File: src/rtl/vx_tcu_drl_acc_pipe.sv
// Three-stage handshaked significand accumulator for the TCU dot-product reduction lane.
// S0 extends/masks operands, S1 reduces them to sum/carry with 3:2 compressors, S2 does the final add.
module vx_tcu_drl_acc_pipe #(
  parameter int N     = 5,
  parameter int SIG_W = 25,
  parameter int TAG_W = 8,
  localparam int W    = SIG_W + $clog2(N) + 1
) (
  input  logic                 clk,
  input  logic                 reset_n,
  input  logic                 flush,
  input  logic                 valid_in,
  output logic                 ready_in,
  input  logic [N*SIG_W-1:0]   sigs_in,
  input  logic                 fmt_sel,
  input  logic                 half_en,
  input  logic [TAG_W-1:0]     tag_in,
  output logic                 valid_out,
  input  logic                 ready_out,
  output logic [W-1:0]         sig_out,
  output logic [N-2:0]         signs_out,
  output logic [TAG_W-1:0]     tag_out,
  output logic [1:0]           in_flight
);

  // Handshake: a stage's contents move on only when the consumer is empty or moving on
  // in the same cycle; a transfer occurs at a rising edge with valid and ready both high.
  // flush wins over everything, including a simultaneous valid_out/ready_out handshake.

  logic                   s0_v_q, s0_v_d;
  logic [N-1:0][W-1:0]    s0_op_q, s0_op_d;
  logic [N-2:0]           s0_signs_q, s0_signs_d;
  logic [TAG_W-1:0]       s0_tag_q, s0_tag_d;

  logic                   s1_v_q, s1_v_d;
  logic [W-1:0]           s1_sum_q, s1_sum_d;
  logic [W-1:0]           s1_carry_q, s1_carry_d;
  logic [N-2:0]           s1_signs_q, s1_signs_d;
  logic [TAG_W-1:0]       s1_tag_q, s1_tag_d;

  logic                   s2_v_q, s2_v_d;
  logic [W-1:0]           s2_sum_q, s2_sum_d;
  logic [N-2:0]           s2_signs_q, s2_signs_d;
  logic [TAG_W-1:0]       s2_tag_q, s2_tag_d;

  logic [1:0]             in_flight_q, in_flight_d;

  logic                   s0_load, s1_load, s2_load;
  logic [SIG_W-1:0]       op_raw;
  logic [W-1:0]           op_ext;
  logic [W-1:0]           csa_s, csa_c, nxt_s, nxt_c;

  // Stage advance chain, resolved from the output back to the input.
  always_comb begin
    s2_load  = s1_v_q && (!s2_v_q || ready_out);
    s1_load  = s0_v_q && (!s1_v_q || s2_load);
    ready_in = !s0_v_q || s1_load || flush;
    s0_load  = valid_in && ready_in && !flush;

    s0_v_d = !flush && (s0_load || (s0_v_q && !s1_load));
    s1_v_d = !flush && (s1_load || (s1_v_q && !s2_load));
    s2_v_d = !flush && (s2_load || (s2_v_q && !ready_out));

    in_flight_d = {1'b0, s0_v_d} + {1'b0, s1_v_d} + {1'b0, s2_v_d};
  end

  // S0: extension, sparsity masking, raw sign capture.
  always_comb begin
    s0_op_d    = s0_op_q;
    s0_signs_d = s0_signs_q;
    s0_tag_d   = s0_tag_q;
    op_raw     = '0;
    op_ext     = '0;
    if (s0_load) begin
      for (int i = 0; i < N; i++) begin
        op_raw = sigs_in[i*SIG_W +: SIG_W];
        if (fmt_sel) op_ext = {{(W-SIG_W){1'b0}}, op_raw};
        else         op_ext = {{(W-SIG_W){op_raw[SIG_W-1]}}, op_raw};
        // C (last operand) and even-indexed products are never masked.
        if (!half_en && (i % 2 == 1) && (i < N-1)) op_ext = '0;
        s0_op_d[i] = op_ext;
      end
      for (int i = 0; i < N-1; i++) s0_signs_d[i] = sigs_in[i*SIG_W + SIG_W - 1];
      s0_tag_d = tag_in;
    end
  end

  // S1: carry-save reduction of N operands down to two vectors.
  always_comb begin
    csa_s = s0_op_q[0];
    csa_c = s0_op_q[1];
    nxt_s = '0;
    nxt_c = '0;
    for (int i = 2; i < N; i++) begin
      nxt_s = csa_s ^ csa_c ^ s0_op_q[i];
      nxt_c = ((csa_s & csa_c) | (csa_s & s0_op_q[i]) | (csa_c & s0_op_q[i])) << 1;
      csa_s = nxt_s;
      csa_c = nxt_c;
    end
    s1_sum_d   = s1_load ? csa_s      : s1_sum_q;
    s1_carry_d = s1_load ? csa_c      : s1_carry_q;
    s1_signs_d = s1_load ? s0_signs_q : s1_signs_q;
    s1_tag_d   = s1_load ? s0_tag_q   : s1_tag_q;
  end

  // S2: carry-propagate add; holds steady while the consumer stalls.
  always_comb begin
    s2_sum_d   = s2_load ? (s1_sum_q + s1_carry_q) : s2_sum_q;
    s2_signs_d = s2_load ? s1_signs_q : s2_signs_q;
    s2_tag_d   = s2_load ? s1_tag_q   : s2_tag_q;
  end

  always_ff @(posedge clk or negedge reset_n) begin
    if (!reset_n) begin
      s0_v_q      <= 1'b0;
      s0_op_q     <= '0;
      s0_signs_q  <= '0;
      s0_tag_q    <= '0;
      s1_v_q      <= 1'b0;
      s1_sum_q    <= '0;
      s1_carry_q  <= '0;
      s1_signs_q  <= '0;
      s1_tag_q    <= '0;
      s2_v_q      <= 1'b0;
      s2_sum_q    <= '0;
      s2_signs_q  <= '0;
      s2_tag_q    <= '0;
      in_flight_q <= '0;
    end else begin
      s0_v_q      <= s0_v_d;
      s0_op_q     <= s0_op_d;
      s0_signs_q  <= s0_signs_d;
      s0_tag_q    <= s0_tag_d;
      s1_v_q      <= s1_v_d;
      s1_sum_q    <= s1_sum_d;
      s1_carry_q  <= s1_carry_d;
      s1_signs_q  <= s1_signs_d;
      s1_tag_q    <= s1_tag_d;
      s2_v_q      <= s2_v_d;
      s2_sum_q    <= s2_sum_d;
      s2_signs_q  <= s2_signs_d;
      s2_tag_q    <= s2_tag_d;
      in_flight_q <= in_flight_d;
    end
  end

  assign valid_out = s2_v_q;
  assign sig_out   = s2_sum_q;
  assign signs_out = s2_signs_q;
  assign tag_out   = s2_tag_q;
  assign in_flight = in_flight_q;

endmodule

File: config.mk
export PLATFORM = sky130hd
export DESIGN_NAME = vx_tcu_drl_acc_pipe
export DESIGN_NICKNAME = d
export VERILOG_FILES = /design/src/rtl/vx_tcu_drl_acc_pipe.sv
export SDC_FILE = /design/constraint.sdc
export NUM_CORES = 1
export LEC_CHECK = 0
export BUFFER_PORTS_ARGS = -buffer_cell sky130_fd_sc_hd__buf_2
export CORE_UTILIZATION = 60
export DETAILED_ROUTE_END_ITERATION = 10
export GPL_ROUTABILITY_DRIVEN = 0
export PLACE_DENSITY_LB_ADDON = 0.2
export SLEW_MARGIN = 10
export SYNTH_ARGS = -nofsm -noshare
export SYNTH_HDL_FRONTEND = slang
export SYNTH_SLANG_ARGS = --single-unit
File: constraint.sdc
create_clock -name clk -period 4.15 [get_ports clk]
set_clock_uncertainty 0.15 [all_clocks]
set_input_delay 0.2075 -clock clk [delete_from_list [all_inputs] [get_ports clk]]
set_output_delay 0.2075 -clock clk [all_outputs]
set_load 0.01 [all_outputs]
==> results of run 1 <==
==> area by class of cell <==
type                            count  area [um2]
Tap cell                          270         338
Clock inverter                     10         104
Antenna cell                        1        2.50
Fill cell                        1225        4380
Multi-Input combinational cell    719        6010
Sequential cell                   254        6360
Timing Repair Buffer              328        2380
Inverter                           26        97.6
Clock buffer                       39         831
==> worst reg2reg max path, delay by kind of cell, from the launching register on <==
family | cells | cell delay (ns)
AOI/OAI and AO/OA | 6 | 1.53
adders and majority gates | 2 | 0.67
DFF | 1 | 0.38
and+or+nand+nor | 1 | 0.21
==> layer usage <==
| metal | GRT usage | vias up | part of all wire |
|---|---|---|---|
| met2 | 0.509 | 312 | 0.49 |
| met1 | 0.417 | 4656 | 0.42 |
| met4 | 0.0948 | 0 | 0.027 |
| met3 | 0.0485 | 69 | 0.057 |
| li1 | - | 4195 | - |
| met5 | 0 | - | 0 |
==> power by group through the flow <==
stage	sequential (W)	clock, W	combinational, W
final	0.00356	0.00249	0.00433
after global routing	0.00364	0.00261	0.00480
after CTS	0.00355	0.00252	0.00423
after detailed placement	0.00359	0	0.00409
after global placement	0.00355	0	0.00397
after floorplan	0.00354	0	0.00282
==> cells in the final DEF, fill, tap and decap left out, types with 3 or more instances in the layout <==
cell / synthesis / routed
a211oi_1: 4 / 4
o211a_1: 3 / 3
dfrtp_1: 254 / 254
o31ai_1: 3 / 3
a21oi_1: 26 / 26
o211ai_1: 9 / 9
clkinv_2: 0 / 7
fa_1: 81 / 81
nor3_1: 4 / 4
dlygate4sd3_1: 0 / 139
nand3_1: 6 / 6
a31oi_1: 6 / 6
clkbuf_8: 0 / 11
ha_1: 29 / 29
clkbuf_16: 0 / 27
nand2b_1: 6 / 5
xor2_1: 4 / 4
buf_2: 11 / 183
o21a_1: 3 / 3
a21o_1: 11 / 11
inv_1: 26 / 26
mux2_2: 148 / 148
nor2b_1: 6 / 5
o21ai_0: 98 / 98
nor2_1: 16 / 16
and3_1: 5 / 5
nand2_1: 206 / 205
buf_4: 12 / 3
xnor2_1: 13 / 13
==> sequential cells by signal, summed over array words and instances, names as in the netlist, 4 cells and up <==
register    flops
s0_tag_q        8
s1_signs_q      4
s1_sum_q       28
sig_out        29
s1_carry_q     28
s0_op_q       130
signs_out       4
s1_tag_q        8
tag_out         8
==> through the flow <==
step | power (W) | hold slack, ns | setup slack (ns)
3_5_place_dp | 0.00768 | 0.213 | 1.13
5_1_grt | 0.0111 | 0.292 | 0.936
6_report | 0.0104 | 0.162 | 1.07
3_3_place_gp | 0.00752 | 0.220 | 1.29
2_1_floorplan | 0.00636 | -0.238 | 1.56
4_1_cts | 0.0103 | 0.233 | 1.13
==> final timing paths <==
kind,startpoint,end,slack [ns],depth (start not counted)
worst min-delay path,reset_n,tag_out[3],0.16,2
max in group asynchronous,reset_n,s1_sum_q[8],2.50,3
min in group clk,half_en,s0_op_q[111],0.25,3
worst max register to register,s1_sum_q[1],sig_out[27],1.07,9
worst min register to register,s1_tag_q[0],tag_out[0],0.31,2
worst max-delay path,s1_sum_q[1],sig_out[27],1.07,9
==> synth_stat cells (all sizes together) <==
cell type  number
a31oi           6
o311ai          2
dfrtp         254
o2111a          1
nand4b          1
nand2b          6
xnor2          13
a211o           1
o41ai           2
o21bai          2
and2            1
a211oi          5
nor3b           2
ha             29
and3            5
o31ai           3
o2111ai         1
o21a            3
a221oi          1
or4             1
o21ai          99
nor3            4
a41oi           2
buf            24
a21oi          27
nor2           16
inv            26
nand3b          1
and4            2
fa             81
nor2b           6
mux2i           1
a31o            3
nand2         206
nand3           6
xor2            4
a21o           12
clkbuf         23
a2111o          1
mux2          148
o211a           3
o211ai         10
nand4           2
==> cells by family (layout without fill, tap and decap cells) <==
logic type,Yosys count,after routing,synth area share
fa+ha+maj,110,110,0.156
other cells,0,1,0
mux,149,149,0.132
flops,254,254,0.501
simple gates,259,259,0.0840
buf+inv,73,403,0.0263
xor+xnor,17,17,0.0117
compound gates,184,184,0.0882
==> what timing repair did <==
item | CTS | global route
hold buffers | 139 | 0
gates resized for setup | 0 | 0
endpoints found under the hold margin | 262 | 0
endpoints found under the setup margin | 0 | 0
==> flow_summary.toml, run 1 <==
[power]
switching_share = 0.365
ir_worst_vdd_uv = 372
switchingPower_w = 0.00379
power_density_nw_per_um2 = 644
pwr-share-seq = 0.343
intPower_w = 0.00659
p_clk_frac = 0.240
combinationalPowerShare = 0.417
leakage_nw = 7.58

[die]
pin_count = 185
die_x_um = 147
dieArea_um2 = 21700
start_util = 0.619
core_um2 = 20500
rows = 52
die_h_um = 147

[sta]
finalCritPeriodShare = 0.742
min_period_ns = 3.08
setup_violations = 0
max_freq_mhz = 325
final-max-slew-violation-count = 0
hold_violations = 0
slew-limit-headroom = 0.249
rsz0062_at_grt = "false"
worst_pin_slew_ns = 1.12
setup_tns_ns = 0

[finish]
drive_above_1_share = 0.288
fin_util = 0.787
nNetsFinal = 1606
area_growth_syn_to_layout_pct = 27.1
final_area_um2 = 16100
final_cell_count_no_fill = 1647

[worst_setup_path]
startpoint_type = "flop"
end_kind = "flop"
critPathBufInv = 0
cp_cell_sequence = "ha_1, fa_1, a21oi_1, o211ai_1, a31oi_1, nand2_1, a41oi_2, o211a_1, o211ai_1"
cp.required_ns = 4.40
cp_common_cell = "o211ai_1"
slowest_delay_ns = 0.42
worstPathMaxFanout = 5
critPathSlowestCell = "fa_1"
crit_arrival_ns = 3.33
setup.worst_path.class = "flop to flop"
cp_top_family = "compound AO/OA/AOI/OAI gates"

[global_routing]
grt_max_degree = 196
grt_antenna_before_repair = 1
grt_remaining_overflow = 0
grt_pass1_wl_um = 51300
grt_pass1_vias = 9771
track_usage = 0.306

[routing]
ant_nets = 0
dr.pass1.iters = 5
drc_errors = 0
wl_per_cell_um = 19.3
vias_per_cell = 5.61
drt_iter0_markers = 433
vias = 9232
totalWireLength_um = 31700

[synth]
yosysUniqueCellTypes = 54
yosys_warnings = 0
synthesis.area_um2 = 12700
synth_cells = 1046
syn_area_per_cell_um2 = 12.1
syn_nets = 1296
yosysSeqAreaShare = 0.501
ys_seq_elements = 254
yosys.area.top_type = "dfrtp_1"
yosys-top-cells-area = "dfrtp_1, mux2_2, fa_1"
synth_top_cell_area_share = 0.501

[clock_tree]
tritoncts = "done"
insertion_delay_ns = 0.52
cts.sinks = 254
cts.path.max_buffers = 3
h-tree-depth = 1
cts_root_buf = "clkbuf_16"
clk_pin_slew_ns = 0.06
postCtsSetupRepairBufs = 0
cts_buffers = 27

[placement]
io_buffers = 184
dpl.cell_count = 1458
dp_hpwl_um = 18600
post_dp_cell_area_um2 = 13800

[flow_run]
maxCapViolations = 0

[min_path]
hold_path_class = "input port to async pin"

[run_status]
status = "finished, final reports clean"
No activity file was read; power rests on OpenSTA's default activity.
==> inputs of run 2 (changes only) <==
Settings changed: CORE_UTILIZATION 60 to 58.
Clock period 4.15 ns to 3 ns, I/O delays scaled along.
==> run 2 against run 1 <==
  * Clock-buffer cell count up 2
  * Setup slack worse by 0.88 ns
  * Via count down 0.12%
  * Clock power up 38%
  * Routed wire length up 0.61%
  * Hold slack worse by 0.14 ns
  * Global-route usage down 0.76 points
  * Utilization down 1.1 points
  * Register-to-register slack worse by 0.88 ns
  * Die area up 3.4%
==> flow_summary.toml, run 2 (synthesis gave the netlist of run 1 again) <==
[clock_tree]
h-tree-depth = 1
postCtsSetupRepairBufs = 0
cts.sinks = 254
tritoncts = "done"
cts_root_buf = "clkbuf_16"
clk_pin_slew_ns = 0.07
cts_buffers = 27
cts.path.max_buffers = 3
insertion_delay_ns = 0.53

[power]
pwr-share-seq = 0.343
switchingPower_w = 0.00523
combinationalPowerShare = 0.418
intPower_w = 0.00917
p_total_w = 0.0144
switching_share = 0.363
leakage_nw = 7.69
ir_worst_vdd_uv = 519
power_density_nw_per_um2 = 875
p_clk_frac = 0.239

[worst_setup_path]
crit_arrival_ns = 3.06
worstPathMaxFanout = 5
setup.worst_path.class = "flop to flop"
end_kind = "flop"
cp.required_ns = 3.25
startpoint_type = "flop"

[die]
core_um2 = 21200
start_util = 0.598
dieArea_um2 = 22500
die_h_um = 150
pin_count = 185
rows = 53
die_x_um = 150

[sta]
hold_violations = 0
max_freq_mhz = 356
finalCritPeriodShare = 0.937
slew-limit-headroom = 0.475
worst_pin_slew_ns = 0.788
rsz0062_at_grt = "false"
setup_violations = 0
setup_tns_ns = 0
holdWs_ns = 0.0176
final-max-slew-violation-count = 0
min_period_ns = 2.81

[routing]
wl_per_cell_um = 19.0
totalWireLength_um = 31900
drc_errors = 0
ant_nets = 0
drt_iter0_markers = 503
vias = 9221
vias_per_cell = 5.49
dr.pass1.iters = 7

[finish]
largest_register = "s0_op_q"
nNetsFinal = 1637
fin_util = 0.776
final_area_um2 = 16500
area_growth_syn_to_layout_pct = 29.8
largest_reg_flops = 130
drive_above_1_share = 0.284
layout_commonest_cell = "dfrtp_1"
final_cell_mix = "dfrtp_1, nand2_1, buf_2"

[global_routing]
grt_antenna_before_repair = 1
grt_remaining_overflow = 0
grt_pass1_wl_um = 51400
grt_max_degree = 101
grt_pass1_vias = 9872
track_usage = 0.298

[placement]
io_buffers = 184
post_dp_cell_area_um2 = 13900
dp_hpwl_um = 19700

[run_status]
status = "finished, final reports clean"

[flow_run]
maxCapViolations = 0

[min_path]
hold_path_class = "input port to flop"
-- run 2: cell count changes in the layout (fill, tap and decap cells not counted), moves of 4 or more --
cell	previous run	this run
buf_12	2	7
clkinv_2	7	1
clkbuf_1	1	7
clkbuf_8	11	7
dlygate4sd3_1	139	159
buf_4	3	9
-- run 2: worst max-delay path: stages, from the launching register on --
cell and delay, ns:
dfrtp_1 0.39, ha_1 0.25, fa_1 0.42, a21oi_1 0.26
o211ai_1 0.17, a31oi_1 0.26, nand2_1 0.19, a41oi_4 0.31
o211a_1 0.19, o211ai_1 0.09
-- run 2: final timing paths --
path | cells after the start | from | to | slack (ns)
min in group asynchronous | 2 | reset_n | sig_out[23] | 0.12
max in group asynchronous | 3 | reset_n | s1_sum_q[7] | 1.71
setup / recovery | 9 | s1_sum_q[1] | sig_out[27] | 0.19
hold / removal | 3 | half_en | s0_op_q[89] | 0.02
hold reg to reg | 2 | s1_tag_q[0] | tag_out[0] | 0.31
setup reg to reg | 9 | s1_sum_q[1] | sig_out[27] | 0.19
-- run 2: timing repair --
item / in CTS / in global routing
setup endpoints to repair: 0 / 1
hold buffers: 159 / 0
gates resized for setup: 0 / 1
hold endpoints to repair: 239 / 0
-- run 2: area by class of cell --
cell class                 instances  area [um2]
timing repair buffer             359        2730
fill                            1302        4750
antenna                            1        2.50
inverter                          26        97.6
clock buffer                      41         798
tap                              275         344
multi-input combinational        719        6020
sequential                       254        6360
clock inverter                     6         120
-- run 2: routing by layer --
metal  share of wire  global-route usage  wire [um]
met1            0.43               0.409      13800
met2            0.48               0.491      15400
met3           0.055              0.0442       1760
met4           0.031              0.0990        985
met5               0                   0          0
-- run 2: power groups by stage --
stage,Combinational [W],Clock [W],Sequential (W)
after floorplan,0.00390,0,0.00490
after global placement,0.00555,0,0.00492
after detailed placement,0.00571,0,0.00497
after CTS,0.00590,0.00348,0.00492
after global routing,0.00667,0.00362,0.00504
final,0.00602,0.00344,0.00494
-- run 2: metrics by stage --
stage / std cells / setup slack [ns]
2_1_floorplan: 1046 / 0.414
3_3_place_gp: 1474 / 0.295
3_5_place_dp: 1474 / 0.215
4_1_cts: 1680 / 0.202
5_1_grt: 1681 / 0.0116
6_report: 1681 / 0.190
==> inputs of run 3 (changes only) <==
Settings changed: ABC_AREA from default to 1.
==> run 3 against run 2 <==
  * Routed wire length grew 10%
  * Register-to-register slack gained 0.25 ns
  * Cell area grew 1.0%
  * Flip-flop and latch count is the same
  * Synthesized cell count grew 37%
  * Clock power shrank 4%
  * Combinational power is essentially flat
  * Largest cell class unchanged
  * Highest routed layer unchanged
  * Via count grew 19%
==> flow_summary.toml, run 3 <==
[finish]
fillers = 1489
drive_above_1_share = 0.173
area_growth_syn_to_layout_pct = 25.8
largest_reg_flops = 130
largest_register = "s0_op_q"
final_cell_count_no_fill = 2047
regArea_um2 = 6360
nNetsFinal = 1992
final_cell_mix = "nand2_1, dfrtp_1, buf_2"
layout_commonest_cell = "nand2_1"
multiInputGateArea_um2 = 6110

[die]
start_util = 0.598
die_h_um = 153
pin_count = 185
core_um2 = 22100
rows = 54
die_x_um = 153
dieArea_um2 = 23400

[routing]
dr.pass1.iters = 5
drt-met1-wl_um = 14800
vias_per_cell = 5.34
vias = 10900
drc_errors = 0
wl_met2_um = 16800
totalWireLength_um = 35100
drt_iter0_markers = 816
wl_per_cell_um = 17.2
wl_met3_um = 2460
top_layer = "met4"
ant_nets = 0

[worst_setup_path]
setup.worst_path.class = "flop to flop"
cp.required_ns = 3.27
end_kind = "flop"
worstPathMaxFanout = 43
cp_common_cell = "nand2_1"
critPathSlowestCell = "dlygate4sd3_1"
crit_arrival_ns = 2.83
worst_r2r_path_depth = 8
crit_start = "s1_v_q"
cp_cell_sequence = "inv_1, nor2_2, nand2_1, nand2_4, clkinv_2, nand2_1, o22ai_1, dlygate4sd3_1"
critPathBufInv = 3
cp_top_family = "buffers and inverters"
slowest_delay_ns = 0.57
r2r-start = "s1_v_q"
startpoint_type = "flop"
reg2reg_slack_ns = 0.44
r2r-end = "s0_op_q[143]"

[global_routing]
grt_antenna_before_repair = 6
grt_max_degree = 174
grt_pass1_vias = 11000
grt_pass1_wl_um = 56800
grt_remaining_overflow = 0
track_usage = 0.310

[synth]
synth_cells = 1433
yosys-top-cells-count = "nand2_1, dfrtp_1, inv_1"
syn_area_per_cell_um2 = 9.22
synth_most_common_cell = "nand2_1"
synth_top_cell_area_share = 0.481
ys_seq_elements = 254
async_flop_share = 1.00
yosysSeqAreaShare = 0.481
yosys-top-cells-area = "dfrtp_1, nand2_1, fa_1"
synth-edff-count = 0
synthesis.area_um2 = 13200
syn_nets = 1683
yosys.area.top_type = "dfrtp_1"
yosysUniqueCellTypes = 31
synth-main-ff-cell = "dfrtp_1"
yosys_warnings = 0

[clock_tree]
cts.path.max_buffers = 3
cts.sinks = 254
holdBufCountCts = 140
h-tree-depth = 1
postCtsSetupRepairBufs = 0
clk_pin_slew_ns = 0.06
ctsResizeCount = 0
cts_buffers = 26
cts_root_buf = "clkbuf_16"
insertion_delay_ns = 0.54
tritoncts = "done"

[run_status]
status = "finished, final reports clean"

[sta]
min_period_ns = 2.56
finalCritPeriodShare = 0.853
holdWs_ns = 0.0694
slew-limit-headroom = 0.351
max_freq_mhz = 391
final-max-slew-violation-count = 0
worst_pin_slew_ns = 0.974
hold_violations = 0
rsz0062_at_grt = "false"
setup_tns_ns = 0
setup_violations = 0

[power]
power_density_nw_per_um2 = 853
ir_worst_vdd_uv = 555
leakage_nw = 8.73
p_total_w = 0.0142

[flow_run]
maxCapViolations = 0

[placement]
dpl.cell_count = 1854
dp_hpwl_um = 21600
io_buffers = 184

[min_path]
hold_path_class = "input port to async pin"
==> run 3: cell count changes in the layout (fill, tap and decap cells not counted), moves of 9 or more <==
| cell | delta |
|---|---|
| nand2_1 | +408 |
| mux2_2 | -99 |
| inv_1 | +90 |
| nand3_1 | +28 |
| dlygate4sd3_1 | -19 |
| nor2_1 | +17 |
| o21ai_0 | -12 |
| a21o_1 | -10 |
| o211ai_1 | -9 |
| o21ai_1 | +9 |
==> run 3: per-stage QoR <==
| stage | setup WS, ns | util | cell area (um2) |
|---|---|---|---|
| after floorplan | 0.555 | - | 13200 |
| after global placement | 0.519 | 0.649 | 14300 |
| after detailed placement | 0.501 | 0.649 | 14300 |
| after CTS | 0.515 | 0.752 | 16600 |
| after global routing | 0.284 | 0.753 | 16600 |
| final | 0.440 | 0.753 | 16600 |
==> run 3: metal layers <==
| metal | up-vias | GRT usage |
|---|---|---|
| met5 | - | 0 |
| li1 | 5073 | - |
| met4 | 0 | 0.114 |
| met3 | 98 | 0.0476 |
| met2 | 461 | 0.511 |
| met1 | 5307 | 0.420 |
==> run 3: logic make-up after synthesis <==
family                     after synthesis  share of synthesized area
xor gates and xnor gates                14                    0.00928
buffers and inverters                  172                     0.0575
adders and majority gates              110                      0.150
DFF                                    254                      0.481
AOI/OAI and AO/OA                      123                     0.0473
and+or+nand+nor                        711                      0.213
muxes                                   49                     0.0418
==> run 3: final cells by class <==
type | count | area share
Antenna cell | 6 | 0.000903
Timing Repair Buffer | 334 | 0.149
Clock inverter | 6 | 0.00354
Sequential cell | 254 | 0.382
Clock buffer | 41 | 0.0492
Multi-Input combinational cell | 1007 | 0.368
Tap cell | 280 | 0.0211
Inverter | 119 | 0.0269
==> run 3: where the power goes <==
part / leakage [nW] / switching (W) / internal [W]
Combinational: 5.09 / 0.00355 / 0.00249
Sequential: 3.20 / 0.000592 / 0.00427
Clock: 0.437 / 0.00134 / 0.00195
==> run 3: worst max path at each step <==
| stage | to | slack (ns) | cells past startpoint |
|---|---|---|---|
| 3_3_place_gp | s1_sum_q[1] | 0.52 | 6 |
| 3_5_place_dp | s1_sum_q[1] | 0.50 | 6 |
| 4_1_cts | s1_sum_q[1] | 0.52 | 6 |
| 6_report | s0_op_q[143] | 0.44 | 8 |
| 2_1_floorplan | s1_sum_q[1] | 0.56 | 6 |
| 5_1_grt | s0_op_q[143] | 0.28 | 8 |
